==> config.mk <==
export PLATFORM = sky130hd
export DESIGN_NAME = regfile_wb_arbiter
export DESIGN_NICKNAME = d
export VERILOG_FILES = /design/src/rtl/regfile_wb_arbiter.sv
export SDC_FILE = /design/constraint.sdc
export NUM_CORES = 1
export LEC_CHECK = 0
export CORE_MARGIN = 4
export CORE_UTILIZATION = 45
export DETAILED_ROUTE_END_ITERATION = 12
export DONT_BUFFER_PORTS = 1
export HOLD_SLACK_MARGIN = 0.12
export SETUP_SLACK_MARGIN = 0.4
export SLEW_MARGIN = 40
export SYNTH_ARGS = -nofsm -noshare
export SYNTH_HDL_FRONTEND = slang
export SYNTH_SLANG_ARGS = --single-unit
==> constraint.sdc <==
create_clock -name clk -period 14.3 [get_ports clk]
set_clock_uncertainty 0.15 [all_clocks]
set_input_delay 2.145 -clock clk [delete_from_list [all_inputs] [get_ports clk]]
set_output_delay 2.145 -clock clk [all_outputs]
set_load 0.02 [all_outputs]
==> src/rtl/regfile_wb_arbiter.sv <==
// Writeback arbiter for a single-write-port register file: ALU and MEM each own a
// one-entry buffer, a round-robin arbiter feeds a registered write stage.
module regfile_wb_arbiter #(
   parameter int AW   = 5,
   parameter int DW   = 32,
   parameter int NREG = 32
) (
   input  logic          clk,
   input  logic          reset,
   input  logic          alu_req,
   input  logic [AW-1:0] alu_rd,
   input  logic [DW-1:0] alu_data,
   output logic          alu_ack,
   input  logic          mem_req,
   input  logic [AW-1:0] mem_rd,
   input  logic [DW-1:0] mem_data,
   output logic          mem_ack,
   output logic          rf_we,
   output logic [AW-1:0] rf_addr,
   output logic [DW-1:0] rf_data,
   input  logic [AW-1:0] chk_reg1,
   input  logic [AW-1:0] chk_reg2,
   output logic          hazard1,
   output logic          hazard2
);

   typedef enum logic {
      SRC_ALU = 1'b0,
      SRC_MEM = 1'b1
   } src_e;

   logic            aluValid_q, aluValid_d;
   logic [AW-1:0]   aluRd_q, aluRd_d;
   logic [DW-1:0]   aluData_q, aluData_d;
   logic            memValid_q, memValid_d;
   logic [AW-1:0]   memRd_q, memRd_d;
   logic [DW-1:0]   memData_q, memData_d;
   logic [NREG-1:0] pending_q, pending_d;
   src_e            rrLast_q, rrLast_d;
   logic            rfWe_q, rfWe_d;
   logic [AW-1:0]   rfAddr_q, rfAddr_d;
   logic [DW-1:0]   rfData_q, rfData_d;

   logic grantAlu, grantMem;
   logic aluAck, memAck;
   logic aluLoad, memLoad;

   // Round-robin only matters when both buffers hold an entry.
   always_comb begin
      grantAlu = aluValid_q & (~memValid_q | (rrLast_q == SRC_MEM));
      grantMem = memValid_q & (~aluValid_q | (rrLast_q == SRC_ALU));
   end

   // A same-rd collision goes to MEM; r0 collisions are harmless no-ops so ALU is not held back.
   always_comb begin
      memAck  = ~reset & mem_req & ~pending_q[mem_rd] & (~memValid_q | grantMem);
      aluAck  = ~reset & alu_req & ~pending_q[alu_rd] & (~aluValid_q | grantAlu)
                & ~(memAck & (mem_rd == alu_rd) & (alu_rd != '0));
      aluLoad = aluAck & (alu_rd != '0);
      memLoad = memAck & (mem_rd != '0);
   end

   always_comb begin
      aluValid_d = aluValid_q & ~grantAlu;
      aluRd_d    = aluRd_q;
      aluData_d  = aluData_q;
      memValid_d = memValid_q & ~grantMem;
      memRd_d    = memRd_q;
      memData_d  = memData_q;
      if (aluLoad) begin
         aluValid_d = 1'b1;
         aluRd_d    = alu_rd;
         aluData_d  = alu_data;
      end
      if (memLoad) begin
         memValid_d = 1'b1;
         memRd_d    = mem_rd;
         memData_d  = mem_data;
      end
   end

   // The bit being committed is pending, so it can never be re-set in the same edge.
   always_comb begin
      pending_d = pending_q;
      if (rfWe_q) pending_d[rfAddr_q] = 1'b0;
      if (aluLoad) pending_d[alu_rd] = 1'b1;
      if (memLoad) pending_d[mem_rd] = 1'b1;
   end

   always_comb begin
      rfWe_d   = grantAlu | grantMem;
      rfAddr_d = rfAddr_q;
      rfData_d = rfData_q;
      rrLast_d = rrLast_q;
      if (grantAlu) begin
         rfAddr_d = aluRd_q;
         rfData_d = aluData_q;
         rrLast_d = SRC_ALU;
      end else if (grantMem) begin
         rfAddr_d = memRd_q;
         rfData_d = memData_q;
         rrLast_d = SRC_MEM;
      end
   end

   always_ff @(posedge clk or posedge reset) begin
      if (reset) begin
         aluValid_q <= 1'b0;
         aluRd_q    <= '0;
         aluData_q  <= '0;
         memValid_q <= 1'b0;
         memRd_q    <= '0;
         memData_q  <= '0;
         pending_q  <= '0;
         rrLast_q   <= SRC_MEM;
         rfWe_q     <= 1'b0;
         rfAddr_q   <= '0;
         rfData_q   <= '0;
      end else begin
         aluValid_q <= aluValid_d;
         aluRd_q    <= aluRd_d;
         aluData_q  <= aluData_d;
         memValid_q <= memValid_d;
         memRd_q    <= memRd_d;
         memData_q  <= memData_d;
         pending_q  <= pending_d;
         rrLast_q   <= rrLast_d;
         rfWe_q     <= rfWe_d;
         rfAddr_q   <= rfAddr_d;
         rfData_q   <= rfData_d;
      end
   end

   assign alu_ack = aluAck;
   assign mem_ack = memAck;
   assign rf_we   = rfWe_q;
   assign rf_addr = rfAddr_q;
   assign rf_data = rfData_q;
   assign hazard1 = pending_q[chk_reg1] & (chk_reg1 != '0);
   assign hazard2 = pending_q[chk_reg2] & (chk_reg2 != '0);

endmodule

# After elaboration in Yosys (flattened, before gate mapping)
# Index checks and enable logic that the tools add are counted.
[word_totals] regBits=147 latch_bits=0 ramBits=0 rom_bits=0 in_bits=88 elab_cells=88 mem_count=0
[classes] n_addsub=0 mul=0 div=0 magnitude_cmp=8 eq_ne=1 shifts=0 muxes=25 n_bitwise=35 reduce_logical=8
[op_table] op="32-bit two-way mux" n=5
[op_table] op="32-bit OR" n=2
[op_table] op="32-bit AND" n=1
[op_table] op="32-bit inverter" n=1
[op_table] op="5-bit by 6-bit < comparator with 1-bit output (second input constant)" n=5
[op_table] op="1-bit binary-select mux with 5-bit select" n=4
[op_table] op="5-bit nonzero test" n=4
[op_table] op="1-bit AND" n=17
[op_table] op="1-bit demux with 5-bit select" n=3
[op_table] op="5-bit by 1-bit greater-or-equal comparator with 1-bit output (second input constant)" n=3
[op_table] op="1-bit two-way mux" n=11
[op_table] op="5-bit two-way mux" n=2
[op_table] op="1-bit inverter" n=9
[op_table] op="5-bit equality test" n=1
[op_table] op="1-bit OR" n=5
[op_table] op="1-bit logical AND" n=3
[op_table] op="2-bit nonzero test" n=1

# Logic depth before layout (Yosys ltp)
[depth] ltp_word=13 ltp_mapped=10 depth_no_buf=7

# Worst setup path after synthesis
# Ideal clock, no wire load.
[synth_path] path_kind="input to output" start="in mem_rd[1]" end="out mem_ack" t_arrival_ns=4.094 required_ns=12.005 slack_ns=7.911 cell_stages=8 path_buffers=4 cell_sequence="buf_2 buf_1 mux4_2 a22oi_1 and4_1 and2_1 clkbuf_1 clkbuf_1"
[synth_between] elab_chain_len=5
[synth_lines] element="start, declared" line="15" text="input logic [AW-1:0] mem_rd,"
[synth_lines] element="1-bit binary-select mux with 5-bit select" line="56" text="memAck = ~reset & mem_req & ~pending_q[mem_rd] & (~memValid_q | grantMem);"
[synth_lines] element="1-bit two-way mux (not written as such)" line="56"
[synth_lines] element="1-bit inverter" line="56"
[synth_lines] element="1-bit AND (2 in series)" line="56"
[synth_lines] element="end, declared" line="17" text="output logic mem_ack,"
# No other way between the ends. The select of a mux whose other input is x is not followed.

# Worst setup path in the final report
[layout_path] start="in alu_rd[1]" end="out alu_ack"
[layout_between] elab_chain_len=6
[layout_lines] element="start, declared" line="11" text="input logic [AW-1:0] alu_rd,"
[layout_lines] element="1-bit binary-select mux with 5-bit select" line="57" text="aluAck = ~reset & alu_req & ~pending_q[alu_rd] & (~aluValid_q | grantAlu)"
[layout_lines] element="1-bit two-way mux (not written as such)" line="57"
[layout_lines] element="1-bit inverter" line="57"
[layout_lines] element="1-bit AND (2 in series)" line="57"
[layout_lines] element="1-bit AND *" line="58" text="& ~(memAck & (mem_rd == alu_rd) & (alu_rd != '0));"
[layout_lines] element="end, declared" line="13" text="output logic alu_ack,"
# Mark *: on every way between the ends. The rest lies on a longest branch, timed or not. The select of a mux whose other input is x is not followed.

==> impl_metrics.json <==
{
  "hp-class": "flop to flop",
  "cts_made_buffers": 17,
  "yosys-mux-area-fraction": 0.265,
  "dieArea_um2": 19200,
  "synth.distinct_cells": 52,
  "cts_setup_buffers": 0,
  "slew_viol_final": 0,
  "drt-initial-drc-count": 468,
  "globalRouteMet3Util": 0.0891,
  "antenna_found_initial": 1,
  "synth.top_cell.area_share": 0.477,
  "die_x_um": 139,
  "critPathMaxFanout": 29,
  "fmax_mhz": 149,
  "dp_hpwl_um": 13700,
  "viasPerCell": 6.33,
  "start_util": 0.460,
  "synth_edf_count": 0,
  "synthesis.nets": 724,
  "grt_use_total": 0.211,
  "grt_util_met2": 0.314,
  "end_kind": "primary output",
  "ys_ff_latch": 147,
  "yosys.area_share.adder": 0,
  "syn_to_final_growth_pct": 10.1,
  "ys_async_sr_fraction": 1.00,
  "hold_slack_ps": 346,
  "grt.busiest_layer": "met2",
  "rsz0062_at_grt": "false",
  "fin_crit_sh": 0.468,
  "wl_per_cell_um": 23.9,
  "pwr-share-seq": 0.463,
  "dr.pass1.iters": 5,
  "hold_start": "aluData_q[10]",
  "synth-simple-area-share": 0.0895,
  "setup_viol": 0,
  "p_per_area_nw_per_um2": 221,
  "clockBufferDepth": 2,
  "fin_nets": 698,
  "n_antenna_cell": 0,
  "tightestPinTransition_ps": 803,
  "clkTransAtPathRegs_ps": 60,
  "swShare": 0.345,
  "syn_area_per_cell_um2": 12.0,
  "fin_crit_ps": 6700,
  "yosysTopAreaCell": "dfrtp_1",
  "slowest_stage": "nand2_1",
  "cp_data_required_time_ps": 12010,
  "cp.depth": 6,
  "syn_inst": 636,
  "vias": 5325,
  "synth_xor_area_frac": 0.00457,
  "ys_warn_count": 0,
  "leakage_uw": 0.00354,
  "place_congestion": 0.909,
  "grt_max_degree": 88,
  "crit_start": "alu_rd[1]",
  "synth_area_leaders": "dfrtp_1 (48%), mux4_2 (8.5%), mux2_2 (8.4%)",
  "drive_gt1_frac": 0.253,
  "hold_depth": 1,
  "slew_headroom": 0.464,
  "synth_compound_area_frac": 0.128,
  "routed_wl_um": 20100,
  "met1_usage": 0.276,
  "grt_pass1_vias": 5624,
  "cts_tree": "done",
  "cts_root_buf": "clkbuf_16",
  "synth_area_um2": 7660,
  "htreeDepth": 4,
  "fin_tns_setup_ps": 0,
  "ys_seq_area_frac": 0.480,
  "hold_viol_final": 0,
  "outcome": "complete, no violations",
  "timing.rr.start": "pending_q[6]",
  "synth_top_family_by_area": "multiplexers",
  "ir_drop_mv": 0.124,
  "drc": 0,
  "clk_latency_ps": 420,
  "die_h_um": 139,
  "crit_buf_inv": 1,
  "coreArea_um2": 16600,
  "p_int_uw": 1220,
  "cts_hold_buffers": 0,
  "critPathKind": "input port to primary output",
  "synth_common_cells": "dfrtp_1 (146), mux2_2 (57), nor2_1 (49), mux2i_1 (44), a21oi_1 (38)",
  "row_count": 47,
  "cp_cell_sequence": "mux4_2 -> and4bb_2 -> a211o_1 -> nor4_2 -> nand2_1 -> inv_1",
  "clkPwrFrac": 0.260,
  "clock-sinks": 147,
  "cp.arrival_ps": 4400,
  "ioPinCount": 130,
  "maxCapViolCount": 0,
  "startpoint_type": "input port",
  "grt_pass1_wl_um": 32000,
  "final_antenna_net_count": 0,
  "rr_worst_depth": 7,
  "p_switching_uw": 642,
  "critical-path-top-delay-family": "simple AND/OR/NAND/NOR gates",
  "yosysMostFrequentCell": "dfrtp_1",
  "max_stage_delay_ps": 510,
  "pwr-share-comb": 0.277,
  "cts_resized": 0,
  "ys.flop_type": "dfrtp_1",
  "numPortBuffers": 0,
  "overflow": 0
}
-- power by group through the flow --
| stage | Combinational, µW | Sequential (µW) | Clock, µW |
|---|---|---|---|
| floorplan | 457 | 778 | 0 |
| global placement | 503 | 856 | 0 |
| detailed placement | 520 | 864 | 0 |
| CTS | 520 | 859 | 495 |
| global route | 570 | 885 | 515 |
| finish | 516 | 862 | 484 |
-- path summary, 6_finish.rpt --
kind | slack (ps) | to
worst min register to register | 350 | aluData_q[10]
min in group asynchronous | 1510 | pending_q[22]
worst max-delay path | 7600 | alu_ack
max in group asynchronous | 11330 | aluRd_q[2]
worst max register to register | 11120 | memRd_q[4]
worst min-delay path | 350 | aluData_q[10]
-- metal layers --
metal  share of wire  routed length [µm]
met1            0.42                8440
met2            0.45                9060
met3            0.10                2050
met4           0.026                 518
met5          0.0010                  20
-- state kept, by name (all words and copies together) (netlist names) --
name / count
pending_q: 32
rf_data: 32
memData_q: 32
rf_we: 1
aluRd_q: 5
rrLast_q: 1
memRd_q: 5
rf_addr: 5
aluData_q: 32
aluValid_q: 1
memValid_q: 1
-- metrics by stage --
step	utilization	power (µW)	setup WS, ps	instance area, µm²	instances
floorplan	-	1230	7910	7660	636
global placement	0.467	1360	7660	7770	809
detailed placement	0.469	1380	7640	7800	811
CTS	0.507	1870	7640	8440	841
global route	0.507	1970	7510	8440	841
finish	0.507	1860	7600	8440	841
-- cells by family (layout without fill, tap and decap cells) --
| group | count (synthesis) | count (layout) |
|---|---|---|
| compound gates | 144 | 144 |
| xor+xnor | 4 | 4 |
| buf+inv | 57 | 42 |
| mux | 150 | 150 |
| simple gates | 134 | 134 |
| flops | 147 | 147 |
-- final cells by class --
type / count / area, µm²
clock buffers: 21 / 460
clock inverters: 9 / 179
fillers: 1466 / 8200
inverters: 5 / 23.8
multi-input cells: 432 / 3760
flip-flops and latches: 147 / 3680
well taps: 220 / 275
repair buffers: 7 / 62.6
-- placed cells by master (no fill, tap or decap), drive strengths merged, types with 3 or more instances in the layout --
cell,netlist,layout
nor3,3,3
nand2,24,24
a22o,5,5
a31oi,20,20
o31ai,14,14
or3,5,5
o221ai,3,3
dfrtp,146,146
buf,16,6
nand3b,9,9
a21oi,38,38
mux2i,44,44
xnor2,4,4
nand4,5,5
and3,3,3
mux2,77,77
nor2,49,49
mux4,29,29
nand2b,3,3
nand3,12,12
a41oi,5,5
nor3b,3,3
o211ai,3,3
bufinv,0,5
o41ai,5,5
o21a,26,26
inv,5,5
clkbuf,36,22
nor2b,4,4
o21ai,15,15
or3b,4,4
-- worst reg2reg max path: stages, from the launching register on --
cell and delay, ps:
dfrtp_1 450, mux4_2 500, a311oi_1 300, and4_1 270
and2_1 570, buf_4 400, nand2_1 190, a22o_1 220
No activity file was read; power rests on OpenSTA's default activity.
